**src/rtl/jedro_1_dmem_pkg.sv**
```systemverilog
// rtl/jedro_1_dmem_pkg.sv - shared types and constants for the data-memory arbiter
package jedro_1_dmem_pkg;

  localparam int NUM_MASTERS     = 2;
  localparam int DMEM_ADDR_WIDTH = 32;
  localparam int DMEM_DATA_WIDTH = 32;
  localparam int BE_WIDTH        = DMEM_DATA_WIDTH / 8;

  typedef logic master_id_t;

  typedef struct packed {
    logic                       we;
    logic [BE_WIDTH-1:0]        be;
    logic [DMEM_ADDR_WIDTH-1:0] addr;
    logic [DMEM_DATA_WIDTH-1:0] wdata;
  } dmem_req_t;

  typedef struct packed {
    logic       valid;
    master_id_t id;
    logic       err;
  } rsp_tag_t;

endpackage

```
**src/rtl/jedro_1_rr_arbiter.sv**
```systemverilog
// rtl/jedro_1_rr_arbiter.sv - two-input round-robin grant with last-granted pointer
module jedro_1_rr_arbiter
  import jedro_1_dmem_pkg::*;
(
  input  logic                   clk,
  input  logic                   rst,
  input  logic [NUM_MASTERS-1:0] req,
  output logic [NUM_MASTERS-1:0] gnt
);

  master_id_t last_q;

  // Reset to "last = 1" so the core wins the first tie.
  always_ff @(posedge clk) begin
    if (rst) begin
      last_q <= 1'b1;
    end else if (|gnt) begin
      last_q <= gnt[1];
    end
  end

  always_comb begin
    gnt = '0;
    if (!rst) begin
      if (req == 2'b11) begin
        gnt = last_q ? 2'b01 : 2'b10;
      end else begin
        gnt = req;
      end
    end
  end

endmodule

```
**src/rtl/jedro_1_dmem_arbiter.sv**
```systemverilog
// rtl/jedro_1_dmem_arbiter.sv - shares the byte-write data RAM between core and aux masters
module jedro_1_dmem_arbiter
  import jedro_1_dmem_pkg::*;
#(
  parameter int ADDR_WIDTH = 32,
  parameter int DATA_WIDTH = 32,
  parameter int RAM_LAT    = 1,
  parameter int MEM_BYTES  = 4096
) (
  input  logic                                     clk_i,
  input  logic                                     rst_i,
  input  logic [NUM_MASTERS-1:0]                   m_req_i,
  input  logic [NUM_MASTERS-1:0]                   m_we_i,
  input  logic [NUM_MASTERS-1:0][DATA_WIDTH/8-1:0] m_be_i,
  input  logic [NUM_MASTERS-1:0][ADDR_WIDTH-1:0]   m_addr_i,
  input  logic [NUM_MASTERS-1:0][DATA_WIDTH-1:0]   m_wdata_i,
  output logic [NUM_MASTERS-1:0]                   m_gnt_o,
  output logic [NUM_MASTERS-1:0]                   m_rvalid_o,
  output logic [NUM_MASTERS-1:0][DATA_WIDTH-1:0]   m_rdata_o,
  output logic [NUM_MASTERS-1:0]                   m_err_o,
  output logic                                     ram_en_o,
  output logic [DATA_WIDTH/8-1:0]                  ram_we_o,
  output logic [ADDR_WIDTH-3:0]                    ram_addr_o,
  output logic [DATA_WIDTH-1:0]                    ram_wdata_o,
  input  logic [DATA_WIDTH-1:0]                    ram_rdata_i
);

  master_id_t sel;
  logic       granted;
  logic       in_range;
  rsp_tag_t   new_tag;
  rsp_tag_t   out_tag;
  rsp_tag_t   pipe_q [RAM_LAT];

  jedro_1_rr_arbiter u_arb (
    .clk (clk_i),
    .rst (rst_i),
    .req (m_req_i),
    .gnt (m_gnt_o)
  );

  assign granted  = |m_gnt_o;
  assign sel      = m_gnt_o[1];
  assign in_range = m_addr_i[sel] < ADDR_WIDTH'(MEM_BYTES);

  always_comb begin
    ram_en_o    = 1'b0;
    ram_we_o    = '0;
    ram_addr_o  = '0;
    ram_wdata_o = '0;
    if (granted && in_range) begin
      ram_en_o    = 1'b1;
      ram_we_o    = m_we_i[sel] ? m_be_i[sel] : '0;
      ram_addr_o  = m_addr_i[sel][ADDR_WIDTH-1:2];
      ram_wdata_o = m_wdata_i[sel];
    end
  end

  // Out-of-range reads still travel the pipe so they answer with err; writes never do.
  always_comb begin
    new_tag.valid = granted && !m_we_i[sel];
    new_tag.id    = sel;
    new_tag.err   = !in_range;
  end

  always_ff @(posedge clk_i) begin
    if (rst_i) begin
      for (int i = 0; i < RAM_LAT; i++) begin
        pipe_q[i] <= '0;
      end
    end else begin
      pipe_q[0] <= new_tag;
      for (int i = 1; i < RAM_LAT; i++) begin
        pipe_q[i] <= pipe_q[i-1];
      end
    end
  end

  assign out_tag = pipe_q[RAM_LAT-1];

  always_comb begin
    m_rvalid_o = '0;
    m_rdata_o  = '0;
    m_err_o    = '0;
    if (out_tag.valid && !rst_i) begin
      m_rvalid_o[out_tag.id] = 1'b1;
      m_err_o[out_tag.id]    = out_tag.err;
      m_rdata_o[out_tag.id]  = out_tag.err ? '0 : ram_rdata_i;
    end
  end

endmodule

```
**config.mk**
```make
export PLATFORM = sky130hd
export DESIGN_NAME = jedro_1_dmem_arbiter
export DESIGN_NICKNAME = d
export VERILOG_FILES = /design/src/rtl/jedro_1_dmem_pkg.sv /design/src/rtl/jedro_1_rr_arbiter.sv /design/src/rtl/jedro_1_dmem_arbiter.sv
export SDC_FILE = /design/constraint.sdc
export NUM_CORES = 1
export LEC_CHECK = 0
export BUFFER_PORTS_ARGS = -buffer_cell sky130_fd_sc_hd__buf_2
export CORE_AREA = 10 10 113 115
export DETAILED_ROUTE_END_ITERATION = 7
export DIE_AREA = 0 0 123 125
export GPL_ROUTABILITY_DRIVEN = 0
export MAX_ROUTING_LAYER = met4
export PLACE_DENSITY = 0.68
export SYNTH_ARGS = -nofsm -noshare
export SYNTH_HDL_FRONTEND = slang
export SYNTH_SLANG_ARGS = --single-unit
```
**constraint.sdc**
```tcl
create_clock -name clk_i -period 1.9 [get_ports clk_i]
set_input_delay 0.19 -clock clk_i [delete_from_list [all_inputs] [get_ports clk_i]]
set_output_delay 0.19 -clock clk_i [all_outputs]
set_load 0.03 [all_outputs]
```
## After elaboration in Yosys (flattened, before gate mapping)

Memory sizes are Yosys's and may differ from the RTL's.
Cells that the tools add are included.

- Register bits after elaboration: 1
- RAM bits: 3
- Input bits: 174
- Output and inout port bits: 137
- Memories: 1

Memory list:

| memory | depth | width | read ports | clocked after memory_dff | wr ports | line | source |
|---|---|---|---|---|---|---|---|
| pipe_q | 1 | 3 | 1 | 0 | 1 | jedro_1_dmem_arbiter.sv:33 | `rsp_tag_t pipe_q [RAM_LAT];` |

- Magnitude comparators: 4
- Eq/ne operators: 1
- Muxes and demuxes: 29
- Bitwise gates (word level): 2
- Reduce and logical (&&, ||, !) cells: 9

Operators by type and width:

| operator | number |
|---|---|
| $mux W32 | 7 |
| $and A64 B64 Y64 | 1 |
| $mux W64 | 1 |
| $demux W32 S1 | 1 |
| $lt A32 B13 Y1 const B | 1 |
| $mux W30 | 1 |
| $mux W4 | 4 |
| $mux W2 | 5 |
| $mux W1 | 8 |
| $logic_and A1 B1 Y1 | 4 |
| $lt A1 B2 Y1 const B | 2 |
| $logic_not A1 Y1 | 3 |
| $mux W3 | 1 |
| $reduce_or A3 Y1 | 1 |
| $and A2 B2 Y2 | 1 |
| $eq A2 B2 Y1 const B | 1 |
| $reduce_or A2 Y1 | 1 |
| $demux W1 S1 | 1 |
| $ge A1 B1 Y1 const B | 1 |

## Logic depth before layout (Yosys ltp)

Gate-level depths: netlist of the first run.

- Depth after elaboration: 8
- Depth in mapped cells: 7

## Modules after synthesis

Synthesis of the first run repeated with hierarchy kept, for this count alone.

- Cell total of the unflattened synthesis: 284
- Area total of the unflattened synthesis: 1594.0 sq um

By module, submodules not included:

| module | instances | cells an instance | area an instance (sq um) |
|---|---|---|---|
| jedro_1_dmem_arbiter | 1 | 276 | 1534.0 |
| jedro_1_rr_arbiter | 1 | 8 | 60.1 |

## Worst setup path before layout of the first run

OpenSTA, ideal clock, no wires.

- Path type: input to output
- Start point: input port m_addr_i[47] (netlist bit)
- End point: output port ram_addr_o[3]
- Arrival time: 2.298 ns
- Setup slack: -0.588 ns
- Stages: 4
- Path buffers: 1
- Cells stage by stage: or4_1 > or4_4 > clkbuf_1 > a221oi_1

- Longest elaborated chain between the ends: 5

Ends and longest elaborated chain:

| element | line | source |
|---|---|---|
| start: declaration | jedro_1_dmem_arbiter.sv:15 | `input logic [NUM_MASTERS-1:0][ADDR_WIDTH-1:0] m_addr_i,` |
| $mux W32 (not written as such) (2 in series) | jedro_1_dmem_arbiter.sv:44 | `assign in_range = m_addr_i[sel] < ADDR_WIDTH'(MEM_BYTES);` |
| $lt A32 B13 Y1 | jedro_1_dmem_arbiter.sv:44 |  |
| $logic_and A1 B1 Y1 | jedro_1_dmem_arbiter.sv:51 | `if (granted && in_range) begin` |
| $mux W30 | jedro_1_dmem_arbiter.sv:51 |  |
| end: declaration | jedro_1_dmem_arbiter.sv:23 | `output logic [ADDR_WIDTH-3:0] ram_addr_o,` |

Every way passes these cells. The select of a mux whose other input is x is not followed.

## Worst setup path after layout of the first run

- Start point: input port m_addr_i[15] (netlist bit)
- End point: output port ram_wdata_o[8]

- Longest elaborated chain between the ends: 5

Ends and longest elaborated chain:

| element | line | source |
|---|---|---|
| $mux W32 (not written as such) (2 in series) | jedro_1_dmem_arbiter.sv:44 |  |
| $lt A32 B13 Y1 | jedro_1_dmem_arbiter.sv:44 |  |
| $logic_and A1 B1 Y1 | jedro_1_dmem_arbiter.sv:51 |  |
| $mux W32 | jedro_1_dmem_arbiter.sv:51 |  |
| end: declaration | jedro_1_dmem_arbiter.sv:24 | `output logic [DATA_WIDTH-1:0] ram_wdata_o,` |

Every way passes these cells. The select of a mux whose other input is x is not followed.

==> results of run 1 <==
## final cells by class
class,count,area [um^2]
clock buffers,3,41.3
inverters,5,18.8
multi-input cells,286,2180
flip-flops and latches,4,81.3
fillers,1091,5920
well taps,140,175
repair buffers,318,2180
## placed cells by master, fill, tap and decap left out, types with 2 or more instances in the layout
cell type	n
nand2_1	120
nor2_1	67
nand3_1	8
nor2b_1	2
or4_4	3
conb_1	20
nor4_1	8
buf_12	8
buf_6	46
clkbuf_8	3
a221oi_4	41
buf_2	238
a221oi_2	5
dfxtp_1	3
inv_1	4
buf_4	20
buf_16	5
## synth_stat cells
master and number:
clkinv_1 1, o21ai_0 1, nand2b_1 1, buf_1 2
mux2_2 1, or4_1 2, nand3_1 8, nor4_1 8
buf_6 5, nor3b_1 1, nand3b_1 1, o21bai_1 1
buf_4 22, dfxtp_1 4, a221oi_1 28, and3b_1 1
a221oi_2 18, a21oi_1 1, inv_1 4, or3b_2 1
nor2b_1 2, clkbuf_1 27, nand2_1 122, nor2_1 67
conb_1 1, or4_4 2
## worst max-delay path, cell delays in order
cell      delay (ns)
buf_6           0.09
or4_4           0.51
or4_4           0.56
buf_12          0.18
buf_16          0.16
a221oi_4        0.29
buf_6           0.17
## where the power goes
group	switching [uW]	internal [uW]	total [uW]
clock network	43.9	135	179
registers	2.36	90.2	92.5
logic	371	220	590
## cells by family after synthesis
kind of cell | after synthesis | share of synthesized area, %
DFF | 4 | 4.29
and+or+nand+nor | 216 | 47.6
AOI/OAI and AO/OA | 49 | 28.6
buffers and inverters | 61 | 18.7
muxes | 1 | 0.604
other | 1 | 0.201
## registers in the layout (all words and copies together), names as in the netlist
register / cells
pipe_q: 3
u_arb.last_q: 1
## repair_timing
| action | 4_1_cts | 5_1_grt |
|---|---|---|
| resized for setup | 100 | 11 |
| pin swaps | 25 | 13 |
| gates cloned | 4 | 1 |
| setup buffers | 3 | 2 |
| endpoints found under the setup margin | 47 | 47 |
## layer usage
layer  track usage, %  share of wire [%]
met3             3.74                 10
met1             18.6                 39
met2             29.2                 50
met4             1.85               0.81
met5                -                  0
## worst max-delay path by stage
stage                      start              end  depth (start not counted)
floorplan           m_addr_i[15]  ram_wdata_o[13]                          5
global placement    m_addr_i[15]    ram_addr_o[4]                          6
detailed placement  m_addr_i[47]      ram_we_o[1]                          6
CTS                 m_addr_i[15]   ram_wdata_o[2]                          7
global route        m_addr_i[15]  ram_wdata_o[16]                          7
finish              m_addr_i[15]   ram_wdata_o[8]                          7
## stage by stage
step	TNS, ns	power, uW	worst slack [ns]	cells
3_5_place_dp	-16.04	673	-0.378	744
2_1_floorplan	-8.56	434	-0.195	351
5_1_grt	-21.19	917	-0.496	756
3_3_place_gp	-15.72	667	-0.363	744
4_1_cts	-20.34	855	-0.472	754
6_report	-18.84	862	-0.451	756
==> metrics.md, run 1 <==
| Metric | Value |
|---|---|
| Unrepaired setup endpoints after global routing | yes |
| Unique masters post-synth | 26 |
| Htree depth | 1 |
| Antenna violations before repair | 1 |
| Drc violations | 0 |
| Hold Path Depth | 3 |
| Initial Util | 17.6% |
| Achievable frequency | 425 MHz |
| CTS Root Cell | clkbuf_8 |
| Largest net degree at the start of global routing | 49 |
| Violated checks | setup timing |
| Final Worst Setup Slack | -0.451 ns |
| DRT iter0 DRCs | between 100 and 150 |
| Fin nets | between 700 and 800 |
| Finish-stage setup viols | 47 |
| IO Port Bufs | 286 |
| Area contributors post-synth | nand2_1 (25%), a221oi_2 (14%), nor2_1 (13%), a221oi_1 (13%), buf_4 (8.9%) |
| Pleak | 0.00283 uW |
| CP Capture Type | output port |
| Clock-pin slew on the worst setup and hold paths | ~0.030 ns |
| Cts hold-fix bufs | 0 |
| First-pass GRT wire length | 20.0 mm |
| Vias in the first global route | approximately 3700 |
| Cell count after synthesis | between 300 and 400 |
| Period utilisation layout | 124% |
| Sequential fraction of the synthesis area | 4.29% |
| Req. time, crit path | 1.71 ns |
| Area growth syn-to-layout | 151% |
| Hold Crit Start | rst_i |
| Share of cells above drive strength 1 | 61.2% |
| CP Data Arrival Time | between 2 and 2.5 ns |
| Minimum clock period | around 2.4 ns |
| Area post-placement | just over 4000 um^2 |
| Routed length per instance | 18.2 um |
| R2R cell count | 7 |
| Synth top area share | 24.5% |
| FF-to-FF setup slack | 0.29 ns |
| PwrDens | 184 nW/um^2 |
| Crit-path max FO | 7 |
| Slew headroom | 66.6% |
| Via Count | 3417 |
| Worst Clk Skew | 0.00118 ns |
| Design Area, Final | 4680 um^2 |
| Clock Sinks | 4 |
| Area of the core | ~11000 um^2 |
| CP startpoint kind | input port |
| DRT Pass-1 Iters | 4 |
| Hold_ws | 0.306 ns |
| Outcome | finished, violations left |
| FF+latch count, synth | 4 |
| WHS Endpoint | u_arb.last_q |
| Synthesized area | 1870 um^2 |
| Max_cap viols | 0 |
| R2R Path End | pipe_q[0][0] |
| Yosys warns | 0 |
| Overall die area | 15400 um^2 |
| HPWL after DPL | 11.3 mm |
| Reg-to-reg startpoint | u_arb.last_q |
| DRT antenna net count | 0 |
| Setup CP Type | input port to output port |
| I/O pins | 311 |
| Max-slew violation count | 0 |
| Clock buffer count from CTS | 3 |
| Row Count | 38 |
| Gr ovfl total | 0 |
| Final hold viol count | 0 |
| Die X | between 100 and 150 um |
| Die height | around 130 um |
| Syn Area/Cell | 5.62 um^2 |
| Maximum clock insertion buffer count | 2 |
| VDD IR-drop max | between 0.0001 and 0.00015 V |
| Core Util, Final | 44.1% |
| Worst Hold Class | input port to register |
| CTS tree | yes |
| Drt via density | 4.52 |
| Antenna diode count | 0 |
| Largest area contributor in the netlist | nand2_1 |
| Clk_lat worst skew | 0.22 ns |
| Final WL | roughly 14 mm |
| Total Routing Usage GR | between 15 and 20% |
| Worst Tran Pin Value | about 0.50 ns |
Note: power is estimated with default switching activity, not from simulation.
==> run 2, diff against run 1 <==
- ABC_AREA: unset -> 1
- CORE_AREA: 10 10 113 115 -> 10 10 112 114
- DIE_AREA: 0 0 123 125 -> 0 0 122 124
- PLACE_DENSITY: 0.68 -> 0.74
==> run 2 against run 1 <==
  * The flow still finishes with violations (setup timing)
  * Power grew 12%
  * Clock skew grew 0.00084 ns
  * Clock power shrank 3%
  * Critical path depth grew 5
  * Via count grew 12%
  * Die area shrank 1.6%
==> metrics.md, run 2 <==
| Metric | Value |
|---|---|
| Outcome | finished, violations left |
| Violated checks | setup timing |
| IO Port Bufs | 286 |
| Initial Util | 22.5% |
| Met3 wire length | between 1 and 1.5 mm |
| Pleak | 0.00294 uW |
| Row Count | 37 |
| Drc violations | 0 |
| Htree depth | 1 |
| Clock Sinks | 4 |
| Clock-pin slew on the worst setup and hold paths | 0.03 ns |
| Syn Area/Cell | approximately 4.6 um^2 |
| CTS tree | yes |
| HPWL after DPL | approximately 10 mm |
| Sequential fraction of the synthesis area | 3.48% |
| Crit-path max FO | 7 |
| Largest net degree at the start of global routing | 42 |
| Worst Hold Class | input port to register |
| WL met1 | ~5.0 mm |
| PwrDens | about 200 nW/um^2 |
| Minimum clock period | 2.22 ns |
| Max-slew violation count | 0 |
| Unrepaired setup endpoints after global routing | yes |
| Share of cells above drive strength 1 | 49.1% |
| Final WL | 13.2 mm |
| Maximum clock insertion buffer count | 2 |
| Final hold viol count | 0 |
| Commonest non-fill, non-tap cells in the layout | buf_2 (238), nand2_1 (222), nor2_1 (76) |
| Final Worst Setup Slack | -0.324 ns |
| CP Capture Type | output port |
| Setup CP Type | register to output port |
| Area of the core | 10200 um^2 |
| Drt via density | 4.10 |
| Req. time, crit path | about 1.7 ns |
| Cell count after synthesis | 497 |
| Cts hold-fix bufs | 0 |
| Dominant synthesized flop cell | dfxtp_1 |
| Antenna violations before repair | 2 |
| Placed insts | 909 |
| Gr ovfl total | 0 |
| CTS Root Cell | clkbuf_8 |
| Unique masters post-synth | 23 |
| DRT iter0 DRCs | 134 |
| Overall die area | between 15000 and 20000 um^2 |
| Max_cap viols | 0 |
| DP Worst Slack | -0.297 ns |
| Fin cells | between 900 and 1000 |
| Largest area contributor in the netlist | nand2_1 |
| Area contributors post-synth | nand2_1 (37%), nor2_1 (17%), inv_1 (10%), nor2_4 (10%), buf_4 (7.5%) |
| Synthesized area | 2300 um^2 |
| Routed length per instance | 14.2 um |
| Clk_lat worst skew | 0.21 ns |
| Regs by FF count | pipe_q: 3 flops, u_arb.last_q: 1 flops |
| Finish-stage setup viols | 47 |
| Most common cell after layout, fill and taps aside | buf_2 |
| Total Routing Usage GR | 15.7% |
| Max Used Layer | met4 |
| CP startpoint kind | register |
| Vias in the first global route | 3782 |
| Die X | 122 um |
| Period utilisation layout | 117% |
| DRT antenna net count | 0 |
| Yosys warns | 0 |
| First-pass GRT wire length | 19.0 mm |
| FFs w/ async S/R, synth | 0% |
| FF+latch count, synth | 4 |
| Die height | 124 um |
| Largest Register | pipe_q |
| Worst Clk Skew | between 0.002 and 0.0025 ns |
| Number of synthesized flops with an enable pin | 0 |
| Clock buffer count from CTS | 3 |
| Synth top area share | a little under two fifths |
| Flip-flop count of the largest register after layout | 3 |
| Met2 wire length | 6.81 mm |
| FF-to-FF setup slack | about 0.31 ns |
| Via Count | 3814 |
| Cell with the most instances after synthesis | nand2_1 |
| Fin nets | 969 |
| Area growth syn-to-layout | 107% |
| Commonest cells in the netlist | nand2_1 (226), nor2_1 (105), inv_1 (63) |
| VDD IR-drop max | around 0.00013 V |
| I/O pins | 311 |
| DRT Pass-1 Iters | 4 |
| CP Data Arrival Time | 2.03 ns |
| Achievable frequency | 450 MHz |
[run 2: cell types whose count changed after synthesis, moves of 3 or more]
| cell | before | now |
|---|---|---|
| nor2_4 | 0 | 21 |
| nand3b_1 | 1 | 5 |
| nand2_1 | 122 | 226 |
| nor2_1 | 67 | 105 |
| a221oi_1 | 28 | 0 |
| a221oi_2 | 18 | 0 |
| buf_1 | 2 | 6 |
| clkbuf_1 | 27 | 10 |
| inv_1 | 4 | 63 |
| nand3_1 | 8 | 11 |
| buf_2 | 0 | 5 |
| nor4_1 | 8 | 0 |
[run 2: metrics by stage]
step	instance area, um^2	util [%]	TNS (ns)	power [uW]	hold WS (ns)
2_1_floorplan	2450	-	-0.889	502	0.259
3_3_place_gp	3900	38.2	-8.27	721	0.554
3_5_place_dp	3900	38.2	-11.85	725	0.547
4_1_cts	4600	45.0	-13.48	958	0.324
5_1_grt	4750	46.5	-20.10	1060	0.320
6_report	4750	46.5	-13.71	966	0.330
[run 2: layout make-up]
| type | count | area (um^2) |
|---|---|---|
| clock buffer | 3 | 41.3 |
| multi-input combinational | 400 | 2000 |
| sequential | 4 | 83.8 |
| timing repair buffer | 320 | 2200 |
| fill | 1084 | 5480 |
| antenna | 1 | 2.50 |
| tap | 136 | 170 |
| inverter | 66 | 250 |
[run 2: worst max-delay path, cell delays in order (launching register included)]
cell and delay (ns):
dfxtp_4 0.35, nand2_8 0.11, nand3_4 0.15, nand2_2 0.08, nand2_1 0.05, nor2_1 0.10
nand3_1 0.12, nor2_4 0.16, nand3_4 0.12, buf_8 0.17, buf_16 0.15, nor2_4 0.11
buf_6 0.14
[run 2: final timing paths]
kind	start	to	cells after the start
worst min register to register	u_arb.last_q	u_arb.last_q	3
worst max-delay path	u_arb.last_q	ram_wdata_o[15]	12
worst min-delay path	rst_i	pipe_q[0][0]	3
worst max register to register	u_arb.last_q	pipe_q[0][2]	8
[run 2: cells by family (layout without fill, tap and decap cells)]
family	Yosys count	after routing	synth area share [%]
flops	4	4	3.48
buf+inv	115	389	25.2
other cells	1	21	0.163
simple gates	372	375	70.1
compound gates	5	5	1.09
[run 2: where the power goes]
part	total, uW	internal (uW)	switching [uW]
sequential	95.0	90.6	4.33
clock	173	135	38.9
combinational	697	276	421
total	966	502	464
[run 2: routing by layer]
metal / track usage [%] / vias up
met5: - / -
met4: 2.31 / 0
met3: 4.30 / 12
met2: 29.2 / 197
met1: 16.6 / 1620
li1: - / 1985
[run 2: what timing repair did]
action,in CTS,in global routing
cloned,9,1
setup buffers,6,1
pin swaps,5,7
resized for setup,125,32
setup endpoints to repair,48,48
==> run 3, diff against run 2 <==
- CORE_AREA: 10 10 112 114 -> 10 10 113 115
- DIE_AREA: 0 0 122 124 -> 0 0 123 125
- PLACE_DENSITY: 0.74 -> 0.7
- SYNTH_HIERARCHICAL: unset -> 1
==> run 3 against run 2 <==
  * The run still ends with setup timing left
  * Non-clock buffer count fell by 8
  * Core utilization fell by 4.8 points
  * Maximum frequency rose by 1.7%
  * Worst hold slack got worse by 0.033 ns
  * Routed wire length fell by 11%
  * Critical path depth did not move
  * Setup slack improved by 0.038 ns
  * Register-to-register slack improved by 0.05 ns
  * Via count fell by 16%
  * Sequential cell count did not move
==> metrics.md, run 3 <==
| Metric | Value |
|---|---|
| Total Routing Usage GR | 14.2% |
| CP max stage delay | 0.32 ns |
| Unrepaired setup endpoints after global routing | yes |
| Final Worst Setup Slack | -0.286 ns |
| Unique masters post-synth | 22 |
| FFs w/ async S/R, synth | 0% |
| Vias in the first global route | 3523 |
| Crit-path slowest cell | dfxtp_2 |
| Area contributors post-synth | nand2_1 (21%), mux2i_1 (20%), nor2_1 (17%), nor2_4 (11%), buf_4 (7.6%) |
| Via Count | between 3000 and 4000 |
| Synth top area share | 21.2% |
| Critical path's top delay family | simple AND/OR/NAND/NOR gates |
| Number of synthesized flops with an enable pin | 0 |
| Clock-pin slew on the worst setup and hold paths | 0.03 ns |
| Clock buffer count from CTS | 3 |
| Cts hold-fix bufs | 0 |
| Fin nets | 838 |
| Worst path buffer plus inverter count | 4 |
| Clock Sinks | 4 |
| Outcome | finished, violations left |
| Sequential fraction of the synthesis area | about 3.9% |
| Final hold viol count | 0 |
| I/O pins | 311 |
| Syn Area/Cell | 5.58 um^2 |
| HPWL after DPL | 10.2 mm |
| Row Count | 38 |
| Met3 wire length | 1.41 mm |
| First-pass GRT wire length | 17.4 mm |
| Overall Power | between 800 and 900 uW |
| Hold_ws | 0.297 ns |
| DRT iter0 DRCs | 57 |
| Antenna diode count | 0 |
| Largest net degree at the start of global routing | 35 |
| Crit-path max FO | 22 |
| CP startpoint kind | register |
| Largest area contributor in the netlist | nand2_1 |
| Violated checks | setup timing |
| Worst Hold Class | input port to register |
| Pleak | 0.00239 uW |
| WL met1 | 4.07 mm |
| Met2 wire length | 6.19 mm |
| CTS Root Cell | clkbuf_8 |
| Worst Clk Skew | 0.00263 ns |
| Largest Register | pipe_q |
| Drc violations | 0 |
| Routed length per instance | 14.7 um |
| Clk_lat worst skew | 0.21 ns |
| Design Area, Final | 4420 um^2 |
| Synthesized area | 2080 um^2 |
| Flip-flop count of the largest register after layout | 3 |
| Cell count after synthesis | between 300 and 400 |
| DRT antenna net count | 0 |
| Die height | 125 um |
| Commonest cells in the netlist | nand2_1 (117), nor2_1 (96), mux2i_1 (42) |
| Most common cell after layout, fill and taps aside | buf_2 |
| Sum of negative setup slack | -11.93 ns |
| Max-slew violation count | 0 |
| Share of cells above drive strength 1 | about 66% |
| Max_cap viols | 0 |
| Dominant synthesized flop cell | dfxtp_1 |
| Overall die area | 15400 um^2 |
| Gr ovfl total | 0 |
| DRT Pass-1 Iters | 4 |
| IO Port Bufs | 286 |
| Minimum clock period | between 2 and 2.5 ns |
| Initial Util | 19.6% |
| Req. time, crit path | 1.71 ns |
| Maximum clock insertion buffer count | 2 |
| Commonest non-fill, non-tap cells in the layout | buf_2 (239), nand2_1 (116), nor2_2 (67) |
| Finish-stage setup viols | 47 |
| Htree depth | 1 |
| CTS tree | yes |
| CP startpoint | u_arb/last_q |
| Drt via density | 4.00 |
| CP Capture Type | output port |
| Antenna violations before repair | 0 |
| Achievable frequency | 457 MHz |
| Cell with the most instances after synthesis | nand2_1 |
| Area of the core | 10600 um^2 |
| Setup CP Type | register to output port |
| Period utilisation layout | 115% |
| Area growth syn-to-layout | 113% |
| Yosys warns | 6 |
| CP Data Arrival Time | 2.00 ns |
| Final WL | 11.8 mm |
| Area post-placement | 4040 um^2 |
| Core Util, Final | 41.7% |
| Hold Crit Start | m_req_i[1] |
| PwrDens | 196 nW/um^2 |
| Regs by FF count | pipe_q: 3 flops, u_arb/last_q: 1 flops |
| FF+latch count, synth | 4 |
| Reg-to-reg startpoint | u_arb/last_q |
| Max Used Layer | met4 |
| Crit path cell chain | a21oi_4 > buf_12 > inv_12 > nand2_1 > nand2_1 > nor2_1 > nand3_1 > nor2_4 > nand3_4 > buf_12 > nor2_2 > buf_6 |
| Die X | 123 um |
| VDD IR-drop max | 0.000217 V |
==> run 3: cell type report <==
| cell class | count | area [um^2] |
|---|---|---|
| flip-flops and latches | 4 | 81.3 |
| clock buffers | 3 | 41.3 |
| well taps | 140 | 175 |
| multi-input cells | 315 | 1980 |
| repair buffers | 312 | 2020 |
| fillers | 1129 | 6180 |
| inverters | 28 | 121 |
==> run 3: power by group <==
group / switching (uW) / leakage, uW / internal, uW
sequential: 2.79 / 0.0000329 / 89.7
combinational: 341 / 0.00233 / 258
clock: 40.7 / 0.0000216 / 135
total: 385 / 0.00239 / 482
==> run 3: final timing paths <==
| check | depth (start not counted) | endpoint | slack [ns] |
|---|---|---|---|
| hold / removal | 4 | u_arb/last_q | 0.30 |
| hold reg to reg | 3 | u_arb/last_q | 0.60 |
| setup reg to reg | 8 | pipe_q[0][2] | 0.36 |
| setup / recovery | 12 | ram_wdata_o[31] | -0.29 |
==> run 3: timing repair <==
action / CTS / global route
setup buffers: 1 / 0
resized for setup: 98 / 5
setup endpoints to repair: 47 / 70
==> run 3: metal layers <==
layer,up-vias,global-route usage (%)
li1,1661,-
met1,1351,13.5
met2,186,27.2
met3,8,5.09
met4,0,1.64
met5,-,-
==> run 3: cells by family after synthesis <==
logic type / after synthesis / synth area share, %
flops: 4 / 3.86
buf+inv: 72 / 20.7
simple gates: 251 / 54.6
compound gates: 2 / 0.482
mux: 42 / 20.3
other cells: 1 / 0.181
==> run 3: through the flow <==
stage	std cells	worst slack, ns
finish	802	-0.286
detailed placement	798	-0.228
floorplan	391	-0.223
global route	802	-0.454
global placement	798	-0.225
CTS	802	-0.306
==> run 3: worst register-to-register path: cells and delay by family (launching register included) <==
kind / cells / cell delay [ns]
and+or+nand+nor: 3 / 0.29
AOI/OAI and AO/OA: 1 / 0.16
DFF: 1 / 0.32
buffers and inverters: 4 / 0.66
